[src/rtl/r2mdc_pkg.sv]
// Shared types and helpers for the R2MDC inter-stage reorder network
// (predelay_commutator, postdelay_commutator, delay_ram).
package r2mdc_pkg;

    localparam int DATA_W = 16;

    // Complex sample as carried between butterflies and commutators.
    typedef struct packed {
        logic signed [DATA_W-1:0] re;
        logic signed [DATA_W-1:0] im;
    } cplx_t;

    // Frame sequencing for the pre-delay commutator.
    typedef enum logic [1:0] {
        PDC_FILL  = 2'd0,
        PDC_RUN   = 2'd1,
        PDC_DRAIN = 2'd2
    } pdc_state_t;

    // Ceiling log2, usable in constant expressions.
    function automatic int clog2(input int value);
        int result;
        result = 0;
        for (int i = 0; i < 31; i++) begin
            if ((1 << i) < value) result = i + 1;
        end
        return result;
    endfunction

endpackage

[src/rtl/delay_ram.sv]
// Circular delay buffer: DELAY entries of WIDTH bits. The read port sees the
// entry at the current pointer before this cycle's write replaces it, so a
// write at step k returns the value written DELAY steps earlier.
module delay_ram
    import r2mdc_pkg::*;
#(
    parameter int DELAY = 16,
    parameter int WIDTH = 32
) (
    input  logic             clk,
    input  logic             rst,
    input  logic             we,
    input  logic [WIDTH-1:0] wdata,
    output logic [WIDTH-1:0] rdata
);

    localparam int PTR_W = clog2(DELAY);

    logic [WIDTH-1:0] mem [DELAY];
    logic [PTR_W-1:0] ptr;

    // Old contents at the pointer are visible combinationally this cycle.
    assign rdata = mem[ptr];

    // Pointer advances once per write and wraps naturally (DELAY is 2^n).
    always_ff @(posedge clk) begin
        if (rst) ptr <= '0;
        else if (we) ptr <= ptr + PTR_W'(1);
    end

    // Storage is deliberately never cleared.
    always_ff @(posedge clk) begin
        if (we) mem[ptr] <= wdata;
    end

endmodule

[src/rtl/predelay_commutator.sv]
// Front half of the R2MDC reorder network: delays path 1 by DELAY samples,
// then swaps the paths every DELAY samples. Each frame is NUM_PAIRS inputs
// followed by a DELAY-cycle drain that back-pressures the upstream butterfly.
// Optional macro PREDELAY_ZERO_FILL_EN forces the delayed path to zero while
// the buffer is filling, giving every frame a deterministic zero pad.
module predelay_commutator #(
    parameter int DELAY     = 16,
    parameter int NUM_PAIRS = 32,
    parameter int DATA_W    = 16
) (
    input  logic                     CLK,
    input  logic                     RST,
    input  logic                     in_valid,
    output logic                     in_ready,
    input  logic signed [DATA_W-1:0] bf_out0_re,
    input  logic signed [DATA_W-1:0] bf_out0_im,
    input  logic signed [DATA_W-1:0] bf_out1_re,
    input  logic signed [DATA_W-1:0] bf_out1_im,
    output logic                     out_valid,
    output logic signed [DATA_W-1:0] cm_out0_re,
    output logic signed [DATA_W-1:0] cm_out0_im,
    output logic signed [DATA_W-1:0] cm_out1_re,
    output logic signed [DATA_W-1:0] cm_out1_im,
    output logic                     frame_done
);

    import r2mdc_pkg::pdc_state_t;
    import r2mdc_pkg::PDC_FILL;
    import r2mdc_pkg::PDC_RUN;
    import r2mdc_pkg::PDC_DRAIN;
    import r2mdc_pkg::clog2;

    localparam int PTR_W = clog2(DELAY);
    localparam int TOTAL = NUM_PAIRS + DELAY;
    localparam int K_W   = clog2(TOTAL) + 1;

    localparam logic [K_W-1:0] K_FILL_END = K_W'(DELAY - 1);
    localparam logic [K_W-1:0] K_RUN_END  = K_W'(NUM_PAIRS - 1);
    localparam logic [K_W-1:0] K_LAST     = K_W'(TOTAL - 1);

    pdc_state_t state, state_nxt;
    logic [K_W-1:0] k;
    logic step;
    logic sel;
    logic last_drain;

    logic signed [DATA_W-1:0] in0_re, in0_im, in1_re, in1_im;
    logic signed [DATA_W-1:0] d1_re, d1_im;
    logic [2*DATA_W-1:0] rd_data;

    // Switch period equals DELAY (a power of two), so sel is one bit of k;
    // it toggles exactly when the buffer pointer wraps.
    assign sel        = k[PTR_W];
    assign last_drain = (state == PDC_DRAIN) && (k == K_LAST);

    // Ready depends on state only; drain cycles are steps without input.
    always_comb begin
        state_nxt = state;
        in_ready  = (state != PDC_DRAIN);
        step      = (state != PDC_DRAIN) ? in_valid : 1'b1;
        case (state)
            PDC_FILL: begin
                if (step && k == K_FILL_END)
                    state_nxt = (NUM_PAIRS == DELAY) ? PDC_DRAIN : PDC_RUN;
            end
            PDC_RUN: begin
                if (step && k == K_RUN_END) state_nxt = PDC_DRAIN;
            end
            PDC_DRAIN: begin
                if (k == K_LAST) state_nxt = PDC_FILL;
            end
            default: state_nxt = PDC_FILL;
        endcase
    end

    // FSM state register.
    always_ff @(posedge CLK) begin
        if (RST) state <= PDC_FILL;
        else     state <= state_nxt;
    end

    // Step index within the frame; holds on idle cycles.
    always_ff @(posedge CLK) begin
        if (RST)       k <= '0;
        else if (step) k <= (k == K_LAST) ? '0 : k + K_W'(1);
    end

    // Zeros are injected on both paths during the drain.
    always_comb begin
        in0_re = bf_out0_re;
        in0_im = bf_out0_im;
        in1_re = bf_out1_re;
        in1_im = bf_out1_im;
        if (state == PDC_DRAIN) begin
            in0_re = '0;
            in0_im = '0;
            in1_re = '0;
            in1_im = '0;
        end
    end

    delay_ram #(
        .DELAY (DELAY),
        .WIDTH (2 * DATA_W)
    ) u_delay_ram (
        .clk   (CLK),
        .rst   (RST),
        .we    (step),
        .wdata ({in1_re, in1_im}),
        .rdata (rd_data)
    );

    // Delayed path 1, optionally masked while the buffer is still filling.
    always_comb begin
        d1_re = rd_data[2*DATA_W-1:DATA_W];
        d1_im = rd_data[DATA_W-1:0];
`ifdef PREDELAY_ZERO_FILL_EN
        if (state == PDC_FILL) begin
            d1_re = '0;
            d1_im = '0;
        end
`endif
    end

    // Output control: one valid per step, frame_done with the last drain step.
    always_ff @(posedge CLK) begin
        if (RST) begin
            out_valid  <= 1'b0;
            frame_done <= 1'b0;
        end else begin
            out_valid  <= step;
            frame_done <= last_drain;
        end
    end

    // Commutated output data; holds its value on non-step cycles.
    always_ff @(posedge CLK) begin
        if (RST) begin
            cm_out0_re <= '0;
            cm_out0_im <= '0;
            cm_out1_re <= '0;
            cm_out1_im <= '0;
        end else if (step) begin
            if (sel) begin
                cm_out0_re <= d1_re;
                cm_out0_im <= d1_im;
                cm_out1_re <= in0_re;
                cm_out1_im <= in0_im;
            end else begin
                cm_out0_re <= in0_re;
                cm_out0_im <= in0_im;
                cm_out1_re <= d1_re;
                cm_out1_im <= d1_im;
            end
        end
    end

endmodule

[config.mk]
export PLATFORM = sky130hd
export DESIGN_NAME = predelay_commutator
export DESIGN_NICKNAME = d
export VERILOG_FILES = /design/src/rtl/r2mdc_pkg.sv /design/src/rtl/delay_ram.sv /design/src/rtl/predelay_commutator.sv
export SDC_FILE = /design/constraint.sdc
export NUM_CORES = 1
export LEC_CHECK = 0
export CAP_MARGIN = 20
export CELL_PAD_IN_SITES_DETAIL_PLACEMENT = 0
export CELL_PAD_IN_SITES_GLOBAL_PLACEMENT = 1
export CORE_MARGIN = 1
export CORE_UTILIZATION = 35
export CTS_CLUSTER_SIZE = 20
export DETAILED_ROUTE_END_ITERATION = 10
export GPL_TIMING_DRIVEN = 0
export PLACE_DENSITY = 0.55
export SKIP_LAST_GASP = 1
export SYNTH_ARGS = -nofsm -noshare
export SYNTH_HDL_FRONTEND = slang
export SYNTH_SLANG_ARGS = --single-unit
[constraint.sdc]
create_clock -name CLK -period 4.5 [get_ports CLK]
set_input_delay 0.9 -clock CLK [delete_from_list [all_inputs] [get_ports CLK]]
set_output_delay 0.9 -clock CLK [all_outputs]
set_load 0.01 [all_outputs]
==> results of run 1 <==
[worst max-delay path, stage by stage]
cell	delay [ns]
clkdlybuf4s50_1	0.61
clkbuf_1	0.82
o21ai_0	0.48
nor3_2	0.78
buf_6	0.26
buf_6	0.15
buf_6	0.15
[cells in the final DEF (no fill, tap or decap), types with 33 or more instances in the layout]
master,count
nand2_1,73
a22oi_1,62
clkbuf_1,72
clkdlybuf4s50_1,133
edfxtp_1,512
dfxtp_1,83
mux2i_1,33
o211ai_1,34
a21oi_1,37
and3_1,36
clkbuf_16,73
mux4_2,128
[Yosys cell counts]
master | instances | area (µm²)
o211ai_1 | 34 | 255
dfxtp_1 | 83 | 1660
nor2b_1 | 32 | 200
nor2_1 | 23 | 86.3
o21bai_1 | 1 | 7.51
or3_1 | 1 | 6.26
nand4b_1 | 2 | 17.5
and3_1 | 36 | 225
o22a_1 | 30 | 263
mux4_2 | 128 | 2880
a21oi_1 | 37 | 185
a2bb2oi_1 | 2 | 17.5
buf_1 | 7 | 26.3
a22oi_1 | 62 | 465
a31o_2 | 30 | 263
xor2_1 | 5 | 43.8
nand2b_1 | 4 | 25.0
a2111oi_4 | 4 | 110
xnor2_1 | 2 | 17.5
mux2i_1 | 33 | 330
nand2_1 | 73 | 274
nor2b_4 | 1 | 13.8
a2111o_1 | 1 | 11.3
inv_1 | 4 | 15.0
buf_4 | 4 | 30.0
buf_6 | 5 | 56.3
nand3_1 | 3 | 15.0
edfxtp_1 | 512 | 15400
and2_1 | 32 | 200
nor3_1 | 6 | 30.0
o2111ai_1 | 2 | 17.5
inv_6 | 1 | 8.76
or4_1 | 1 | 7.51
o21ai_0 | 7 | 35.0
ha_1 | 5 | 62.6
nor4_1 | 1 | 6.26
clkbuf_1 | 53 | 199
buf_2 | 20 | 100
[per-layer routing]
layer  part of all wire [%]  global-route usage [%]  up-vias
met5                      0                       0        -
met2                     48                    35.1      396
li1                       -                       -     5722
met1                     44                    29.7     7167
met4                    2.3                    6.62        0
met3                    5.1                    3.51       94
[area by class of cell]
class | instances | area [µm²] | share of cell area, %
clock inverters | 28 | 200 | 0.694
well taps | 864 | 1080 | 3.75
clock buffers | 95 | 1940 | 6.72
multi-input cells | 598 | 6180 | 21.4
inverters | 5 | 23.8 | 0.0824
flip-flops and latches | 595 | 17000 | 59.1
repair buffers | 171 | 1970 | 6.82
plain buffers | 89 | 412 | 1.43
[registers in the layout, indices dropped and copies added (netlist names), named ones only]
name	count
u_delay_ram.ptr	4
u_delay_ram.mem	512
cm_out0_re	16
state	2
out_valid	1
cm_out1_im	16
cm_out0_im	16
frame_done	1
cm_out1_re	16
k	7
[cells by family after synthesis]
family | count (synthesis) | synth area share [%]
compound gates | 210 | 6.92
xor+xnor | 7 | 0.260
fa+ha+maj | 5 | 0.266
buf+inv | 94 | 1.85
flops | 595 | 72.4
mux | 161 | 13.6
simple gates | 215 | 4.70
[stage by stage]
stage	cells	setup slack [ns]	utilization [%]	hold slack (ns)
2_1_floorplan	1287	0.345	-	0.416
3_3_place_gp	2284	-4.95	39.2	0.430
3_5_place_dp	2321	-0.0442	40.3	0.458
4_1_cts	2444	0.574	43.5	0.461
5_1_grt	2445	0.455	43.6	0.489
6_report	2445	0.614	43.6	0.466
[path summary, 6_finish.rpt]
| check | endpoint | slack, ns | depth (start not counted) |
|---|---|---|---|
| setup / recovery | u_delay_ram.mem[3][11] | 0.61 | 7 |
| hold / removal | state[0] | 0.47 | 1 |
| setup reg to reg | u_delay_ram.mem[1][11] | 1.38 | 10 |
| hold reg to reg | state[0] | 0.47 | 1 |
[power by group through the flow]
stage | combinational, mW | sequential, mW | clock [mW]
5_1_grt | 1.01 | 6.16 | 5.63
3_5_place_dp | 0.955 | 6.26 | 0
3_3_place_gp | 0.912 | 6.28 | 0
4_1_cts | 0.959 | 6.15 | 5.42
2_1_floorplan | 0.505 | 6.27 | 0
6_report | 0.942 | 6.15 | 5.31
==> impl_metrics.tcl, run 1 <==
set metrics [dict create \
    status "finished with violations" \
    violations "design-rule violations" \
    ys_ff_latch 595 \
    max_slew.worst_pin.slew_ns 1.11 \
    avgSynthCellArea_um2 18.3 \
    timing.rr.start "state[1]" \
    insertion_delay_ns 0.59 \
    cts_buffers 67 \
    track_usage_pct 21.6 \
    place_area_um2 26700 \
    end_kind "flop" \
    drt_wl_total_mm 72.1 \
    slew_headroom_pct 26.2 \
    synth_cells 1287 \
    swShare_pct 21.8 \
    final-hold-violation-count 0 \
    total_power_mw 12.4 \
    sequentialPowerShare_pct 49.6 \
    finalSetupTns_ns 0 \
    nFillCells 5821 \
    yosysWarnings 0 \
    grt_pass1_wl_mm 102 \
    fin_crit_ns 3.89 \
    dr.pass1.iters 8 \
    htreeDepth 3 \
    powerDensity_nw_per_um2 430 \
    cap_violations 0 \
    root_buffer "clkbuf_16" \
    clkSinkCount 595 \
    initial_core_util_pct 35.6 \
    clockBufferDepth 3 \
    hold_start "state[1]" \
    finalCritPeriodShare_pct 86.3 \
    die_w_um 261 \
    die_y_um 261 \
    critPathMaxFanout 10 \
    grt_pass1_vias 13883 \
    layout-drive-gt1-share_pct 21.2 \
    fmax_mhz 257 \
    wl_per_cell_um 29.5 \
    p_clk_share_pct 42.8 \
    io_pins 134 \
    p_sw_mw 2.71 \
    rsz0062_at_grt "no" \
    post_cts_resized 0 \
    setup_violations 0 \
    rows 94 \
    gr-total-overflow 0 \
    fin_area_um2 28800 \
    drt_iter0_drc 1341 \
    required_ns 4.79 \
    finClkSkew_ns 0.0136 \
    drtAntennaViolNets 0 \
    antenna_found_initial 2 \
    ys_seq_area_share_pct 72.4 \
    diodes 0 \
    drcViolationCount 7 \
    clk_pin_slew_ns 0.06 \
    grt_max_degree 21 \
    vias_per_cell 5.47 \
    postCtsHoldBufs 0 \
    p_int_mw 9.70 \
    hp-class "reg -> reg" \
    place.gp.congestion 0.772 \
    port_buffers 133 \
    netlist-cell-type-count 38 \
    finalMaxSlewViolations 0 \
    crit_arrival_ns 4.18 \
    post_cts_buffers 0 \
    dieArea_um2 68300 \
    startpoint "in_valid" \
    syn_area_um2 23500 \
    dp_hpwl_mm 47.0 \
    vias 13379 \
    vdd_drop_max_mv 0.211 \
    leakage_nw 9.18 \
    core_um2 66200 \
    power_frac_comb_pct 7.6 \
    syn_to_final_growth_pct 22.5 \
    synth_nets 1359 \
    start_kind "primary input" \
    nNetsFinal 1599 \
    timing_worst_setup_path_type "in -> reg" \
    cts_tree "built" \
]
(Power assumes the default switching activity.)
==> run 2, diff against run 1 <==
--- a/config.mk
+++ b/config.mk
@@ -14,6 +14,7 @@
 export DETAILED_ROUTE_END_ITERATION = 10
 export GPL_TIMING_DRIVEN = 0
 export PLACE_DENSITY = 0.55
+export RECOVER_POWER = 100
 export SKIP_LAST_GASP = 1
 export SYNTH_ARGS = -nofsm -noshare
 export SYNTH_HDL_FRONTEND = slang
==> impl_metrics.tcl, run 2 (synthesis gave the netlist of run 1 again) <==
set metrics [dict create \
    wl_per_cell_um 29.5 \
    slew_headroom_pct -28.6 \
    fin_crit_ns 4.18 \
    dieArea_um2 68300 \
    final_common_cell "edfxtp_1" \
    syn_to_final_growth_pct 21.6 \
    core_um2 66200 \
    setup_violations 0 \
    timing.rr.start "k[4]" \
    hold_start "state[1]" \
    final-hold-violation-count 0 \
    finalCritPeriodShare_pct 93.0 \
    die_y_um 261 \
    vias_per_cell 5.50 \
    finalMaxSlewViolations 15 \
    required_ns 4.72 \
    crit_path_cell_trace "dlygate4sd3_1, inv_1, clkbuf_1, nand2_1, nand2_1, nor3_1, clkbuf_1, clkbuf_1" \
    drtAntennaViolNets 0 \
    finClkSkew_ns 0.0125 \
    timing_worst_setup_path_type "in -> reg" \
    mostFrequentLayoutCells "edfxtp_1 (512), mux4_2 (128), clkbuf_1 (86)" \
    drt_wl_total_mm 72.2 \
    post_cts_resized 0 \
    total_power_mw 12.4 \
    grt_pass1_vias 13883 \
    crit_top_cell "clkbuf_1" \
    initial_core_util_pct 35.6 \
    pre_cts_ws_ns -0.0442 \
    reg2reg_setup_slack_ns 0.73 \
    holdPathStages 1 \
    powerDensity_nw_per_um2 432 \
    violations "design-rule violations, max-capacitance violations, max-slew violations" \
    grt_pass1_wl_mm 102 \
    crit_arrival_ns 4.40 \
    critPathMaxFanout 10 \
    fmax_mhz 239 \
    cp_slowest_stage_delay_ns 0.68 \
    io_pins 134 \
    vias 13449 \
    layout-drive-gt1-share_pct 19.9 \
    grt_max_degree 21 \
    drt_iter0_drc 1254 \
    insertion_delay_ns 0.59 \
    post_cts_buffers 0 \
    reg2reg_to "cm_out0_re[14]" \
    hp-class "reg -> reg" \
    root_buffer "clkbuf_16" \
    clkSinkCount 595 \
    rr_worst_depth 6 \
    track_usage_pct 21.6 \
    cts_buffers 67 \
    worst_path_max_delay_cell "dlygate4sd3_1" \
    regMostFlops "u_delay_ram.mem" \
    worst_hold_slack_ns 0.464 \
    place.gp.congestion 0.772 \
    clk_pin_slew_ns 0.06 \
    leakage_nw 9.25 \
    clockBufferDepth 3 \
    cts_tree "built" \
    dr.pass1.iters 8 \
    largest_reg_flops 512 \
    nFillCells 5858 \
    postCtsHoldBufs 0 \
    drcViolationCount 14 \
    cap_violations 2 \
    min_to "state[0]" \
    start_kind "primary input" \
    rows 94 \
    rsz0062_at_grt "no" \
    port_buffers 133 \
    fin_ws_ns 0.317 \
    die_w_um 261 \
    htreeDepth 3 \
    vdd_drop_max_mv 0.211 \
    max_slew.worst_pin.slew_ns 1.92 \
    antenna_found_initial 2 \
    end_kind "flop" \
    dp_hpwl_mm 47.0 \
    status "finished with violations" \
    gr-total-overflow 0 \
    nNetsFinal 1599 \
]
run 2: cell count changes in the layout (fill, tap and decap cells not counted), sizes merged:
cell,change
dlygate4sd3,+69
clkdlybuf4s50,-69
diode,+1
buf,-17
clkbuf,+17
run 2: power breakdown:
group | switching, mW | total, mW | internal (mW)
registers | 0.0477 | 6.15 | 6.10
logic | 0.511 | 0.910 | 0.399
clock network | 2.13 | 5.30 | 3.17
total | 2.69 | 12.4 | 9.67
run 2: per-stage QoR:
step                setup TNS (ns)  instance area, µm²  util (%)  instances
floorplan                        0               23500         -       1287
global placement          -1324.52               26000      39.2       2284
detailed placement          -0.305               26700      40.3       2321
CTS                              0               28800      43.5       2444
global route                     0               28600      43.2       2445
finish                           0               28600      43.2       2446
run 2: worst max path at each step:
| stage | from | endpoint | slack (ns) | cells past startpoint |
|---|---|---|---|---|
| 3_3_place_gp | in_valid | u_delay_ram.mem[3][6] | -4.95 | 4 |
| 2_1_floorplan | in_valid | u_delay_ram.mem[0][0] | 0.35 | 5 |
| 5_1_grt | in_valid | u_delay_ram.mem[3][25] | 0.23 | 6 |
| 3_5_place_dp | in_valid | u_delay_ram.mem[3][8] | -0.04 | 7 |
| 6_report | in_valid | u_delay_ram.mem[2][19] | 0.32 | 8 |
| 4_1_cts | in_valid | u_delay_ram.mem[3][11] | 0.57 | 7 |
run 2: final cells by class:
type	instances	area [µm²]	share of cell area (%)
sequential	595	17000	59.5
buffer	89	402	1.40
antenna	1	2.50	0.00874
multi-input combinational	598	6080	21.3
clock inverter	28	200	0.699
inverter	5	23.8	0.0831
tap	864	1080	3.78
timing repair buffer	171	1850	6.47
clock buffer	95	1940	6.78
run 2: critical path: cells and delay by family:
kind | cells | cell delay, ns
simple gates | 3 | 1.20
buf+inv | 5 | 2.29
run 2: metal layers:
| layer | routed length, µm | up-vias | track usage, % |
|---|---|---|---|
| met5 | 0 | - | 0 |
| met4 | 1710 | 0 | 6.62 |
| met3 | 4000 | 94 | 3.51 |
| met2 | 34900 | 423 | 35.1 |
| met1 | 31600 | 7206 | 29.7 |
| li1 | - | 5726 | - |
==> RTL change 1: new RTL, settings of run 1 <==
Build with the macro `PREDELAY_ZERO_FILL_EN` defined.
--- a/src/rtl/predelay_commutator.sv
+++ b/src/rtl/predelay_commutator.sv
@@ -3,6 +3,8 @@
 // followed by a DELAY-cycle drain that back-pressures the upstream butterfly.
 // Optional macro PREDELAY_ZERO_FILL_EN forces the delayed path to zero while
 // the buffer is filling, giving every frame a deterministic zero pad.
+`define PREDELAY_ZERO_FILL_EN
+
 module predelay_commutator #(
     parameter int DELAY     = 16,
     parameter int NUM_PAIRS = 32,
Function: changed (a bounded check fails within 4 cycles, from zero or initial values and one cycle with RST high).
==> RTL change 1 against run 1 <==
  * Count of clock-buffer cells in the layout is 7 lower
  * Wire length fell by 3.5%
  * Global-route usage decreased by 1.0 points
  * Hold slack better by 0.0084 ns
  * First-iteration DRC count shrank 15%
  * Final cell count grew 8.9%
  * Maximum frequency is 11% higher
  * Cell area decreased by 1.4%
  * Synthesized area decreased by 0.66%
  * The run still ends with DRC left
  * Clock power decreased by 0.9%
  * Setup slack improved by 0.37 ns
  * Synthesized cell count rose by 18%
  * Total power shrank 1.6%
  * Critical endpoint is now in_ready
  * Sequential cell count unchanged
  * Highest routed layer unchanged
==> RTL change 1: results (changes against run 1) <==
The run finished, with violations left. The endpoint arrival time on the critical path is 2.61 ns (-1.57 ns). The total of fill cells in the finished design was 5887 (+1.1%); the leakage dissipation was 9.65 nW (+5.1%). The pin count of the biggest net entering global routing is 22 (+4.8%). The tools report the share of synthesized area occupied by flip-flops and latches as 0.728 (+0.00480). The first-pass GRT wire length was 97600 µm (-4.3%); the total routing resource utilization after global routing was 0.206 (-0.0102).

Remaining routing DRC violations: 42 (+35). Among all stages on the critical path, the largest delay is contributed by sky130_fd_sc_hd__clkdlybuf4s50_1. The run gives 26300 µm² (-1.3%) as the cell area reported after detailed placement.

The average wire per standard cell came out at 26.1 µm (-11%). The proportion of layout cells with a drive suffix above 1 came out at 0.113 (-0.0985). The delay of the slowest cell on the worst path was 0.64 ns (-0.18 ns). The run gives 1137 (-15%) as the DRC violation total after the first TritonRoute iteration. The number of global-route vias before repair was 13400 (-3.4%); the number of unique standard cell types used by synthesis was 33 (-13%). In the synthesized netlist, the cells that appear most often are sky130_fd_sc_hd__edfxtp_1 (512), sky130_fd_sc_hd__mux2i_1 (256), sky130_fd_sc_hd__nand2_1 (205).

The number of nets in the final layout was 1821 (+14%); the worst ir drop on vdd was 0.000232 V (+9.6%). The family with the most delay on the worst path is buffers and inverters. Mean number of vias per cell: 5.23 (-4.4%).

The pin slew with the least headroom to its limit was 1.08 ns (-0.0248 ns). Yosys attributes the largest share of cell area to sky130_fd_sc_hd__edfxtp_1 (66%), sky130_fd_sc_hd__mux2i_1 (11%), sky130_fd_sc_hd__dfxtp_1 (7.1%). The net count after synthesis is 1591 (+17%). The checks that failed: DRC.
RTL change 1: final timing paths:
check	slack, ns	from	to	cells past startpoint
worst max register to register	1.65	state[1]$_SDFFE_PP0P_	u_delay_ram.mem[0][5]$_DFFE_PP_	8
worst min-delay path	0.47	k[1]$_SDFFE_PP0P_	k[1]$_SDFFE_PP0P_	2
worst max-delay path	0.99	state[0]$_SDFFE_PP0P_	in_ready	5
worst min register to register	0.47	k[1]$_SDFFE_PP0P_	k[1]$_SDFFE_PP0P_	2
RTL change 1: power by group:
part / internal [mW] / total, mW / switching (mW)
clock network: 3.12 / 5.26 / 2.14
logic: 0.331 / 0.851 / 0.520
registers: 6.07 / 6.09 / 0.0266
RTL change 1: layer usage:
metal,global-route usage,part of all wire
met5,0,0
met4,0.0609,0.021
met3,0.0367,0.056
met2,0.342,0.49
met1,0.274,0.44
RTL change 1: cell type report:
cell class | count | area [µm²] | area share
clock inverters | 31 | 243 | 0.00854
flip-flops and latches | 595 | 17000 | 0.599
plain buffers | 95 | 583 | 0.0205
well taps | 864 | 1080 | 0.0380
multi-input cells | 826 | 5870 | 0.206
inverters | 3 | 11.3 | 0.000396
repair buffers | 161 | 1760 | 0.0619
clock buffers | 88 | 1850 | 0.0651
RTL change 1: logic make-up (layout without fill, tap and decap cells):
family / after synthesis / after routing / synth area share
simple gates: 422 / 422 / 0.0815
buf+inv: 98 / 378 / 0.0254
mux: 256 / 256 / 0.110
flops: 595 / 595 / 0.728
compound gates: 135 / 135 / 0.0495
fa+ha+maj: 5 / 5 / 0.00267
xor+xnor: 8 / 8 / 0.00300
RTL change 1: worst min-delay path, stage by stage, from the launching register on:
cell and delay [ns]:
sky130_fd_sc_hd__dfxtp_1 0.32, sky130_fd_sc_hd__nand2_1 0.06, sky130_fd_sc_hd__a21oi_1 0.05
RTL change 1: stage by stage:
| stage | setup slack [ns] | cells |
|---|---|---|
| after floorplan | 0.474 | 1519 |
| after global placement | -3.49 | 2515 |
| after detailed placement | 0.843 | 2544 |
| after CTS | 0.871 | 2663 |
| after global routing | 0.808 | 2663 |
| final | 0.987 | 2663 |
==> RTL change 2: new RTL, flow settings as in run 1 <==
Without the edit above. Reset style: asynchronous (`RST` and `rst`), changed in 5 clocked blocks.
--- a/src/rtl/delay_ram.sv
+++ b/src/rtl/delay_ram.sv
@@ -23,7 +23,7 @@
     assign rdata = mem[ptr];
 
     // Pointer advances once per write and wraps naturally (DELAY is 2^n).
-    always_ff @(posedge clk) begin
+    always_ff @(posedge clk or posedge rst) begin
         if (rst) ptr <= '0;
         else if (we) ptr <= ptr + PTR_W'(1);
     end
--- a/src/rtl/predelay_commutator.sv
+++ b/src/rtl/predelay_commutator.sv
@@ -74,13 +74,13 @@
     end
 
     // FSM state register.
-    always_ff @(posedge CLK) begin
+    always_ff @(posedge CLK or posedge RST) begin
         if (RST) state <= PDC_FILL;
         else     state <= state_nxt;
     end
 
     // Step index within the frame; holds on idle cycles.
-    always_ff @(posedge CLK) begin
+    always_ff @(posedge CLK or posedge RST) begin
         if (RST)       k <= '0;
         else if (step) k <= (k == K_LAST) ? '0 : k + K_W'(1);
     end
@@ -123,7 +123,7 @@
     end
 
     // Output control: one valid per step, frame_done with the last drain step.
-    always_ff @(posedge CLK) begin
+    always_ff @(posedge CLK or posedge RST) begin
         if (RST) begin
             out_valid  <= 1'b0;
             frame_done <= 1'b0;
@@ -134,7 +134,7 @@
     end
 
     // Commutated output data; holds its value on non-step cycles.
-    always_ff @(posedge CLK) begin
+    always_ff @(posedge CLK or posedge RST) begin
         if (RST) begin
             cm_out0_re <= '0;
             cm_out0_im <= '0;
Function: differs if RST is asserted again (counterexample within 4 cycles, from zero or initial values and one cycle with RST high); with RST held inactive, the same outputs for 10 cycles.
==> RTL change 2 against run 1 <==
  * Setup slack got worse by 0.25 ns
  * Synthesized cell count decreased by 9.3%
  * Sequential cell count is 4 lower
  * Wire length decreased by 15%
  * Critical endpoint is now in_ready
  * Count of clock-buffer cells in the layout fell by 15
  * Highest routed layer unchanged
  * Cell area shrank 2.7%
  * Final cell count down 5.4%
  * Non-clock buffer count decreased by 11
  * Maximum frequency is 6.1% lower
  * Synthesized area fell by 0.83%
  * Utilization is 0.97 points lower
  * Critical path type is now register to primary output
Power is not compared: it rests on default switching activity, and its combinational part moved more than twofold at a synthesized area within 25%.
==> RTL change 2: results (changes against run 1) <==
The run finished with clean final reports. The share of synthesized area occupied by flip-flops and latches was 0.743 (+0.0196); the share of flip-flops with an asynchronous set or reset was 0.134 (+0.134). The maximum clock skew at final layout came out at 0.0201 ns (+0.00659 ns). The run gives 61600 µm (-15%) as the final routed wirelength across all metal layers. The total routing resource utilization after global routing came out at 0.184 (-0.0318).

The root buffer cell chosen for the clock tree is sky130_fd_sc_hd__clkbuf_16. The run gives 0 (unchanged) as the count of instances resized after the clock tree is built. The number of global-route vias before repair is 12800 (-8.0%), and the count of cells along the worst hold path is 1 (unchanged).

The flip-flop cell with the highest count after synthesis is sky130_fd_sc_hd__edfxtp_1. The tools report the weighted congestion at the end of routability-driven global placement as 0.775 (+0.41%). The number of synthesized flops with an enable pin was 512 (unchanged).

The run gives 3.24 ns (-0.94 ns) as the endpoint arrival time on the critical path. Deepest clock path buffer count: 3 (unchanged). The worst hold path belongs to the class register to register.

The start point of the worst min-delay path was state[1]$_DFFE_PP0P_. The number of unique standard cell types used by synthesis was 41 (+7.9%); the number of buffer cells added on primary ports was 132 (-0.75%). The run gives 5836 (+0.26%) as the total of fill cells in the finished design.

The endpoint identified for the worst register-to-register timing path is u_delay_ram.mem[0][13]$_DFFE_PP_. The initial antenna violation count is 0 (-2). The pin count of the biggest net entering global routing is 69 (+230%).

For the net count after synthesis, the log shows 1239 (-8.8%). VDD sags by at most 0.000297 V. The logs give 40100 µm (-15%) for the half-perimeter wire length after placement and 5 (-3) for the number of detailed-routing iterations run before antenna repair.

Sequential share of power: 0.401. The tools report the hold path endpoint as state[0]$_DFFE_PP0P_. The pin slew with the least headroom to its limit was 1.12 ns (+0.0144 ns); the total clock buffers created by CTS was 60 (-10%).

Ranked by instance count, the synthesized netlist is headed by sky130_fd_sc_hd__edfxtp_1 (512), sky130_fd_sc_hd__mux4_2 (99), sky130_fd_sc_hd__dfrtp_1 (79). The clock latency reported for the late side of the worst-skew pair came out at 0.63 ns (+0.04 ns). The first-pass GRT wire length is 88800 µm (-13%). The worst register-to-register path begins at u_delay_ram.ptr[1]$_DFFE_PP0P_. The cell area reported after detailed placement came out at 26300 µm² (-1.6%). In the post-synthesis netlist, the biggest area contributors are sky130_fd_sc_hd__edfxtp_1 (66%), sky130_fd_sc_hd__mux4_2 (9.5%), sky130_fd_sc_hd__dfrtp_1 (8.5%). For the part of the total power dissipated in the clock network, the log shows 0.259. The tools report the pre-CTS setup slack as 0.698 ns (+0.742 ns). Net switching share of the total power: 0.325. The number of levels in the clock H-tree is 2 (-1), and the flip-flop count of the largest register, all copies and words added is 512 (unchanged). The count of yosys warnings during synthesis is 0 (unchanged), and the count of cells along the worst register-to-register path is 7 (-3). The number of nets in the final layout is 1470 (-8.1%), and the internal reg-to-reg setup slack is 1.21 ns (-0.17 ns). The run gives 1061 (-21%) as the DRC violation total after the first TritonRoute iteration. The mean number of vias per cell was 5.32 (-2.8%); the proportion of layout cells with a drive suffix above 1 was 0.176 (-0.0364).
==> RTL change 2: changes by cell type in the layout (fill, tap and decap cells not counted), moves of 34 or more <==
cell and change:
sky130_fd_sc_hd__dfxtp_1 -83, sky130_fd_sc_hd__dfrtp_1 +79, sky130_fd_sc_hd__a21o_1 +65, sky130_fd_sc_hd__o2bb2ai_1 +38, sky130_fd_sc_hd__a21oi_1 -35, sky130_fd_sc_hd__o211ai_1 -34
==> RTL change 2: layout make-up <==
cell class                      count  area share
Antenna cell                        1   0.0000892
Inverter                            7     0.00103
Sequential cell                   591       0.618
Timing Repair Buffer              169      0.0636
Tap cell                          864      0.0385
Clock inverter                     31     0.00700
Multi-Input combinational cell    489       0.198
Buffer                             80      0.0167
Clock buffer                       80      0.0570
==> RTL change 2: kinds of logic (layout without fill, tap and decap cells) <==
logic type,after synthesis,in the layout,synth area share
simple gates,145,145,0.0334
mux,129,129,0.129
other cells,0,1,0
fa+ha+maj,5,5,0.00268
buf+inv,87,367,0.0212
compound gates,205,205,0.0692
xor+xnor,5,5,0.00188
flops,591,591,0.743
==> RTL change 2: per-layer routing <==
layer | GRT usage | vias up | routed length (µm)
met5 | 0 | - | 0
met2 | 0.294 | 327 | 29300
met3 | 0.0286 | 84 | 3190
li1 | - | 5302 | -
met4 | 0.0578 | 0 | 1440
met1 | 0.258 | 6584 | 27700
==> RTL change 2: how the worst max path moves through the flow <==
stage / cells past startpoint / slack (ns) / to / start
floorplan: 5 / -0.94 / u_delay_ram.mem[0][0]$_DFFE_PP_ / in_valid
global placement: 5 / -6.06 / u_delay_ram.mem[0][11]$_DFFE_PP_ / in_valid
detailed placement: 9 / 0.70 / u_delay_ram.mem[3][11]$_DFFE_PP_ / in_valid
CTS: 5 / 0.26 / in_ready / state[1]$_DFFE_PP0P_
global route: 5 / 0.21 / in_ready / state[1]$_DFFE_PP0P_
finish: 5 / 0.36 / in_ready / state[1]$_DFFE_PP0P_
==> RTL change 2: worst max-delay path, stage by stage, from the launching register on <==
cell	delay, ns
sky130_fd_sc_hd__dfrtp_1	0.38
sky130_fd_sc_hd__and2b_1	0.22
sky130_fd_sc_hd__inv_2	0.10
sky130_fd_sc_hd__buf_2	0.52
sky130_fd_sc_hd__clkbuf_1	0.71
sky130_fd_sc_hd__clkdlybuf4s50_1	0.68
==> RTL change 2: stage by stage <==
stage | util | TNS [ns] | cells | hold WS, ns | power (mW)
after floorplan | - | -120.39 | 1167 | 0.410 | 10.8
after global placement | 0.391 | -761.98 | 2163 | 0.427 | 13.3
after detailed placement | 0.399 | 0 | 2200 | 0.438 | 13.4
after CTS | 0.426 | 0 | 2311 | 0.445 | 18.1
after global routing | 0.426 | 0 | 2311 | 0.461 | 18.7
final | 0.426 | 0 | 2312 | 0.438 | 17.9
